File: config.mk
export PLATFORM = sky130hd
export DESIGN_NAME = restador_serial
export DESIGN_NICKNAME = d
export VERILOG_FILES = /design/src/rtl/restador_serial.sv
export SDC_FILE = /design/constraint.sdc
export NUM_CORES = 1
export LEC_CHECK = 0
export CORE_AREA = 5 5 71 73
export DETAILED_ROUTE_END_ITERATION = 7
export DIE_AREA = 0 0 76 78
export PLACE_DENSITY = 0.82
export SKIP_CTS_REPAIR_TIMING = 1
export SYNTH_ARGS = -nofsm -noshare
export SYNTH_HDL_FRONTEND = slang
export SYNTH_SLANG_ARGS = --single-unit
File: constraint.sdc
create_clock -name clk -period 1.6 [get_ports clk]
set_clock_uncertainty 0.1 [all_clocks]
set_input_delay 0.32 -clock clk [delete_from_list [all_inputs] [get_ports clk]]
set_output_delay 0.32 -clock clk [all_outputs]
set_load 0.005 [all_outputs]
File: src/rtl/restador_serial.sv
// rtl/restador_serial.sv - bit-serial full subtractor (in_a - in_b - bin), LSB first
// One subtractor cell, one borrow flop; start/busy/done handshake with held results.
module restador_serial #(
    parameter int WIDTH = 8
) (
    input  logic             clk,
    input  logic             rst_n,
    input  logic             start,
    input  logic [WIDTH-1:0] in_a,
    input  logic [WIDTH-1:0] in_b,
    input  logic             bin,
    output logic             busy,
    output logic             done,
    output logic [WIDTH-1:0] diff,
    output logic             bout,
    output logic             ovf
);
    localparam int CW = (WIDTH > 1) ? $clog2(WIDTH) : 1;

    typedef enum logic [1:0] {IDLE, RUN, DONE} state_t;

    state_t           state_q, state_d;
    logic [WIDTH-1:0] a_q, a_d, b_q, b_d, res_q, res_d;
    logic [WIDTH-1:0] diff_q, diff_d;
    logic [CW-1:0]    cnt_q, cnt_d;
    logic             br_q, br_d;
    logic             busy_q, busy_d, done_q, done_d;
    logic             bout_q, bout_d, ovf_q, ovf_d;
    logic             bit_a, bit_b, d_bit, br_next;

    always_comb begin
        bit_a   = a_q[0];
        bit_b   = b_q[0];
        d_bit   = bit_a ^ bit_b ^ br_q;
        br_next = (~bit_a & bit_b) | (~(bit_a ^ bit_b) & br_q);

        state_d = state_q;
        a_d     = a_q;
        b_d     = b_q;
        res_d   = res_q;
        cnt_d   = cnt_q;
        br_d    = br_q;
        busy_d  = busy_q;
        done_d  = 1'b0;
        diff_d  = diff_q;
        bout_d  = bout_q;
        ovf_d   = ovf_q;

        case (state_q)
            IDLE: begin
                if (start) begin
                    a_d     = in_a;
                    b_d     = in_b;
                    br_d    = bin;
                    cnt_d   = '0;
                    busy_d  = 1'b1;
                    state_d = RUN;
                end
            end
            RUN: begin
                // Result bits enter at the MSB so bit WIDTH-1 lands last in place.
                res_d = {d_bit, res_q[WIDTH-1:1]};
                a_d   = a_q >> 1;
                b_d   = b_q >> 1;
                br_d  = br_next;
                if (cnt_q == CW'(WIDTH - 1)) begin
                    state_d = DONE;
                    done_d  = 1'b1;
                    diff_d  = {d_bit, res_q[WIDTH-1:1]};
                    bout_d  = br_next;
                    ovf_d   = (bit_a != bit_b) && (d_bit != bit_a);
                end else begin
                    cnt_d = cnt_q + CW'(1);
                end
            end
            DONE: begin
                busy_d  = 1'b0;
                state_d = IDLE;
            end
            default: begin
                busy_d  = 1'b0;
                state_d = IDLE;
            end
        endcase
    end

    always_ff @(posedge clk or negedge rst_n) begin
        if (!rst_n) begin
            state_q <= IDLE;
            a_q     <= '0;
            b_q     <= '0;
            res_q   <= '0;
            cnt_q   <= '0;
            br_q    <= 1'b0;
            busy_q  <= 1'b0;
            done_q  <= 1'b0;
            diff_q  <= '0;
            bout_q  <= 1'b0;
            ovf_q   <= 1'b0;
        end else begin
            state_q <= state_d;
            a_q     <= a_d;
            b_q     <= b_d;
            res_q   <= res_d;
            cnt_q   <= cnt_d;
            br_q    <= br_d;
            busy_q  <= busy_d;
            done_q  <= done_d;
            diff_q  <= diff_d;
            bout_q  <= bout_d;
            ovf_q   <= ovf_d;
        end
    end

    assign busy = busy_q;
    assign done = done_q;
    assign diff = diff_q;
    assign bout = bout_q;
    assign ovf  = ovf_q;
endmodule

---- Yosys cells after proc, flatten, opt, wreduce, memory -nomap -nowiden ----
Cells that the tools add are included.
storage, ports and cells
  logic and storage cells ................. 51
  input bits .............................. 20
  memories ................................ 0
  bits in registers ....................... 42
  bits in read-only memories .............. 0
  bits in latches ......................... 0
  bits in writable memories ............... 0
cells by class
  multipliers ............................. 0
  shift operators ......................... 0
  reductions and logical operators ........ 8
  divide/modulo/power cells ............... 0
  $lt $le $gt $ge ......................... 0
  add/sub/neg operators ................... 1
  multiplexer cells ....................... 16
  equality and inequality tests ........... 7
  bitwise logic cells ..................... 8
operator list
  kind                 number
  $pmux 8 s2           2
  $mux 8               2
  $reduce_and 2->1     4
  $mux 3               2
  $ne 2x2->1 const B   3
  $pmux 3 s2           1
  $mux 1               4
  $mux 2               2
  $pmux 1 s2           2
  $pmux 2 s2           1
  $add 3x1->3 const B  1
  $eq 3x3->1 const B   1
  $not 1->1            3
  $reduce_and 3->1     1
  $and 1x1->1          2
  $eq 2x1->1 const B   1
  $logic_not 2->1      1
  $ne 1x1->1           2
  $reduce_bool 2->1    1
  $xor 1x1->1          2
  $logic_and 1x1->1    1
  $or 1x1->1           1

---- Depth between registers and ports, before layout ----
Gate-level depths: netlist of run 1.
  depth in word-level cells ............... 5
  depth in mapped cells ................... 5

---- Worst setup path before layout of run 1 ----
Ideal clock, no wire load.
  path type ............................... reg-to-reg
  from .................................... reg cnt_q[0]
  to ...................................... reg bout_q (netlist: bout)
  data arrival time ....................... 1,444 ps
  data required time ...................... 1,375 ps
  path buffers ............................ 1
  clock period less this slack ............ 1,669 ps
  cell stages (with the launch flop) ...... 6
  path slack .............................. -69 ps
  cells stage by stage .................... dfrtp_1 ha_1 ha_1 nand3b_4 buf_2 mux2_2
between the ends
  cells in the longest elaborated chain, start to end .. 2
ends and longest elaborated chain
  element                     RTL line  source
  start, declared             25        logic [CW-1:0] cnt_q, cnt_d;
  start signal, assigned      105       cnt_q <= cnt_d;
  $eq 3x3->1                  66        if (cnt_q == CW'(WIDTH - 1)) begin
  $reduce_and 2->1 (no line)  n/a
  end signal, assigned        110       bout_q <= bout_d;
  end, declared               28        logic bout_q, bout_d, ovf_q, ovf_d;
Every way passes these cells.
A chain may end at the register's enable or synchronous reset.

---- Worst setup path in the final report of run 1 ----
  from .................................... reg ovf_q (netlist: ovf)
  to ...................................... out ovf
RTL lines
  element                 RTL line  source
  start, declared         28
  start signal, assigned  111       ovf_q <= ovf_d;
  end, declared           16        output logic ovf
No word-level cell between the ends.

==> results.md, run 1 <==
- The non-filler instance count after layout is 255.
- The pin count of the biggest net entering global routing is 42.
- After floorplanning, the core was sized to cover 4290 um2.
- The required time of the critical path is 1.18 ns.
- The class of the most critical setup path is register to primary output.
- Timing analysis after detailed placement gives a worst setup slack of -0.287 ns.
- The cell count after synthesis came out at between 150 and 200.
- The die boundary width is 76 um.
- The number of design rule violations left after detail routing is 0.
- After layout, the design draws a total of 4.79 mW.
- Averaged over all synthesized cells, the footprint is 12.6 um2.
- The critical path goes through clkdlybuf4s50_1.
- For this block, the initial DRC count from the detailed router was 84.
- The most frequent standard cell in the layout excluding fill and tap cells is sky130_fd_sc_hd__dfrtp_1.
- The number of failing hold endpoints at the final stage is 0.
- The critical path's largest stage delay is 0.50 ns.
- The total clock buffers created by CTS is 5.
- The remaining antenna violation count is 0.
- The cell count after placement is approximately 240.
- Dividing the final minimum period by the clock period gives between 90% and 100%.
- The number of iterations in the first detailed-routing pass is 4.
- After detailed routing, the total wire length is roughly 4000 um.
- The sequential share of the synthesized area is between 50% and 60%.
- By area the synthesized netlist is led by sky130_fd_sc_hd__dfrtp_1 (52%), sky130_fd_sc_hd__mux2_2 (8.1%), sky130_fd_sc_hd__nor4b_1 (4.9%).
- CTS built an H-tree with a depth of 2.
- The tree built by TritonCTS fans out to just over 40 sinks.
- The flow ran to the end, and the final reports show no timing, DRC or antenna violations.
- The first global-routing pass estimated between 6000 and 7000 um of wire.
- Port buffering added 31 buffers.
- The clock latency at the later pin of the worst-skew pair is just under 0.3 ns.
- The die area is approximately 5900 um2.
- Counting every net in the synthesized netlist gives 180.
- The number of flops mapped to enable cells by yosys is 0.
- Global routing consumed, over all layers together, a little over an eighth of the routing resources.
- The worst setup slack after layout is just under 0.05 ns.
- The clock tree from TritonCTS is done.
- Leaving out fill and tap cells, the most frequent cells in the layout are sky130_fd_sc_hd__dfrtp_1 (40), sky130_fd_sc_hd__clkdlybuf4s50_1 (20), sky130_fd_sc_hd__buf_4 (19), sky130_fd_sc_hd__inv_1 (15), sky130_fd_sc_hd__mux2_2 (14).
- The number of warnings printed during yosys synthesis is 0.
- The final-report max-slew violation count came to 0.
- The clock passes through at most 2 buffers.
- In this run, synthesis produced a sequential element count of roughly 40.
- The synthesized netlist occupies a cell area of between 1500 and 2000 um2.
- The highest attainable clock frequency is around 640 MHz.
- The cell sitting at the root of the clock tree is a sky130_fd_sc_hd__clkbuf_8.
- At the pin with the least slew margin, the transition time is 0.403 ns.
- After layout, the minimum clock period comes to ~1.6 ns.
- Pin placement for this block handled 32 I/O pins.
- The overflow left after global routing is 0.
- For this design the ratio of total power to cell area is 1810 nW/um2.
- The worst ir drop on vdd is between 0.001 and 0.0015 V.
- Using the TritonRoute via totals, the vias-per-cell ratio works out to 5.51.
- The initial utilization of the core area, before any placement, comes to roughly 46%.
- The share of the synthesized area in the top cell type is about 52%.
- In the final layout, the share of cells above drive strength 1 is between 20% and 30%.
- The routability-driven placement congestion ratio is 0.753.
- The unique cell type count in the Yosys netlist is 26.
- The static leakage is between 1 and 1.5 nW.
- The largest fanout on the critical path is 2.
- The number of antenna violations at the first check in global routing is 0.
- The kind of capture point of the worst setup path is a primary output.
- For this run, the leading register cell type out of synthesis is sky130_fd_sc_hd__dfrtp_1.
- On the critical path, the stage with the largest delay is an instance of sky130_fd_sc_hd__clkdlybuf4s50_1.
- Across the run, the number of max-cap violations was 0.
- The via count of the first global-routing pass was 1,363.
- The total number of vias is ~1,400.
- 0 antenna diodes ended up in the layout.
- Clock-pin slew was measured on the worst setup and hold paths at 0.07 ns.
- Dividing the detail-routed wire length by the instance count gives 15.7 um.
- From bottom edge to top edge, the die measures ~78 um.
- Detailed placement ended at an HPWL of about 2700 um.
- Measured on the finished design, the core utilization comes to around three fifths.
- For this run, the post-layout net count is 227.
- In this run the tightest slew margin relative to its limit is 73.1%.
- The summed negative setup slack over all endpoints is 0 ns.
- The arrival time at the worst endpoint is 1.13 ns.
- The worst min-delay path class is input pin to register.
- Summed over all instances, the cell type with the most area after synthesis is sky130_fd_sc_hd__dfrtp_1.
- The family with the most delay on the worst path is buffers and inverters.
- The number of buffers and inverters on the critical path is 1.
- In the synthesized netlist the async set-or-reset flop fraction comes to between 90% and 100%.
- The layout-stage area growth over the synthesis result is 35.3%.
- Setup violations remaining at the end of the flow were counted as 0.
- The worst setup path is launched from a register.
- The number of core rows is 24.
final timing paths:
path	end	slack (ns)	from	cells after the start
worst max-delay path	ovf	0.05	ovf	1
max in group asynchronous	state_q[0]	0.77	rst_n	3
min in group asynchronous	diff[6]	0.42	rst_n	3
worst max register to register	cnt_q[2]	0.06	cnt_q[0]	4
worst min register to register	a_q[7]	0.40	a_q[7]	1
worst min-delay path	busy	0.38	start	3
cell type report:
| cell class | count | area, um2 |
|---|---|---|
| multi-input cells | 87 | 860 |
| well taps | 52 | 65.1 |
| clock buffers | 5 | 68.8 |
| flip-flops and latches | 41 | 1030 |
| clock inverters | 3 | 65.1 |
| inverters | 15 | 56.3 |
| fillers | 342 | 1650 |
| repair buffers | 52 | 503 |
metrics by stage:
stage	instance area (um2)	hold slack, ns
3_3_place_gp	2400	0.205
4_1_cts	2530	-0.115
6_report	2650	0.382
5_1_grt	2650	0.412
3_5_place_dp	2400	0.210
2_1_floorplan	1960	-0.0756
synthesized netlist by cell type (2+ instances only):
master and number:
sky130_fd_sc_hd__a211o_1 4, sky130_fd_sc_hd__a211oi_1 10, sky130_fd_sc_hd__a21oi_1 2, sky130_fd_sc_hd__and3_1 3
sky130_fd_sc_hd__buf_2 7, sky130_fd_sc_hd__clkbuf_1 4, sky130_fd_sc_hd__dfrtp_1 41, sky130_fd_sc_hd__ha_1 4
sky130_fd_sc_hd__inv_1 15, sky130_fd_sc_hd__mux2_2 14, sky130_fd_sc_hd__mux2i_1 2, sky130_fd_sc_hd__nand2b_1 3
sky130_fd_sc_hd__nor3b_1 11, sky130_fd_sc_hd__nor4b_1 11, sky130_fd_sc_hd__nor4bb_1 5, sky130_fd_sc_hd__o221a_2 5
sky130_fd_sc_hd__or4b_1 5
power breakdown:
group / internal [mW] / total (mW) / leakage [nW] / switching, mW
combinational: 1.20 / 1.98 / 0.727 / 0.773
sequential: 1.52 / 1.84 / 0.485 / 0.318
clock: 0.619 / 0.970 / 0.0681 / 0.351
total: 3.34 / 4.79 / 1.28 / 1.44
tightest hold or removal path: cells and delay by family:
kind / cells / cell delay (ns)
and+or+nand+nor: 1 / 0.13
buffers and inverters: 1 / 0.22
AOI/OAI and AO/OA: 1 / 0.06
registers in the layout, indices dropped and copies added (netlist names), 2 cells and up:
name	cells
a_q	8
b_q	8
cnt_q	3
diff	8
res_q	7
state_q	2
cells by family (layout without fill, tap and decap cells):
group | count (synthesis) | in the layout | synth area share (%)
buffers and inverters | 28 | 75 | 6.40
AND/OR/NAND/NOR | 39 | 40 | 17.2
multiplexers | 16 | 16 | 9.09
AO/OA/AOI/OAI | 25 | 25 | 10.8
adder cells (fa/ha/maj) | 5 | 5 | 3.59
flip-flops | 41 | 41 | 52.5
XOR/XNOR | 1 | 1 | 0.448
metal layers:
metal / global-route usage, % / part of all wire [%] / wire length [um] / vias up
met1: 17.5 / 46 / 1850 / 708
met3: 4.63 / 4.0 / 161 / 7
met2: 20.5 / 47 / 1890 / 23
met4: 6.41 / 2.3 / 91 / 0
li1: - / - / - / 666
met5: 0 / 0 / 0 / -
(Power assumes the default switching activity.)
==> run 2, diff against run 1 <==
--- a/config.mk
+++ b/config.mk
@@ -10,6 +10,7 @@
 export DIE_AREA = 0 0 76 78
 export PLACE_DENSITY = 0.82
 export SKIP_CTS_REPAIR_TIMING = 1
+export SLEW_MARGIN = 10
 export SYNTH_ARGS = -nofsm -noshare
 export SYNTH_HDL_FRONTEND = slang
 export SYNTH_SLANG_ARGS = --single-unit
==> results of run 2 <==
The final DEF is identical to that of run 1; final timing and power are the same.
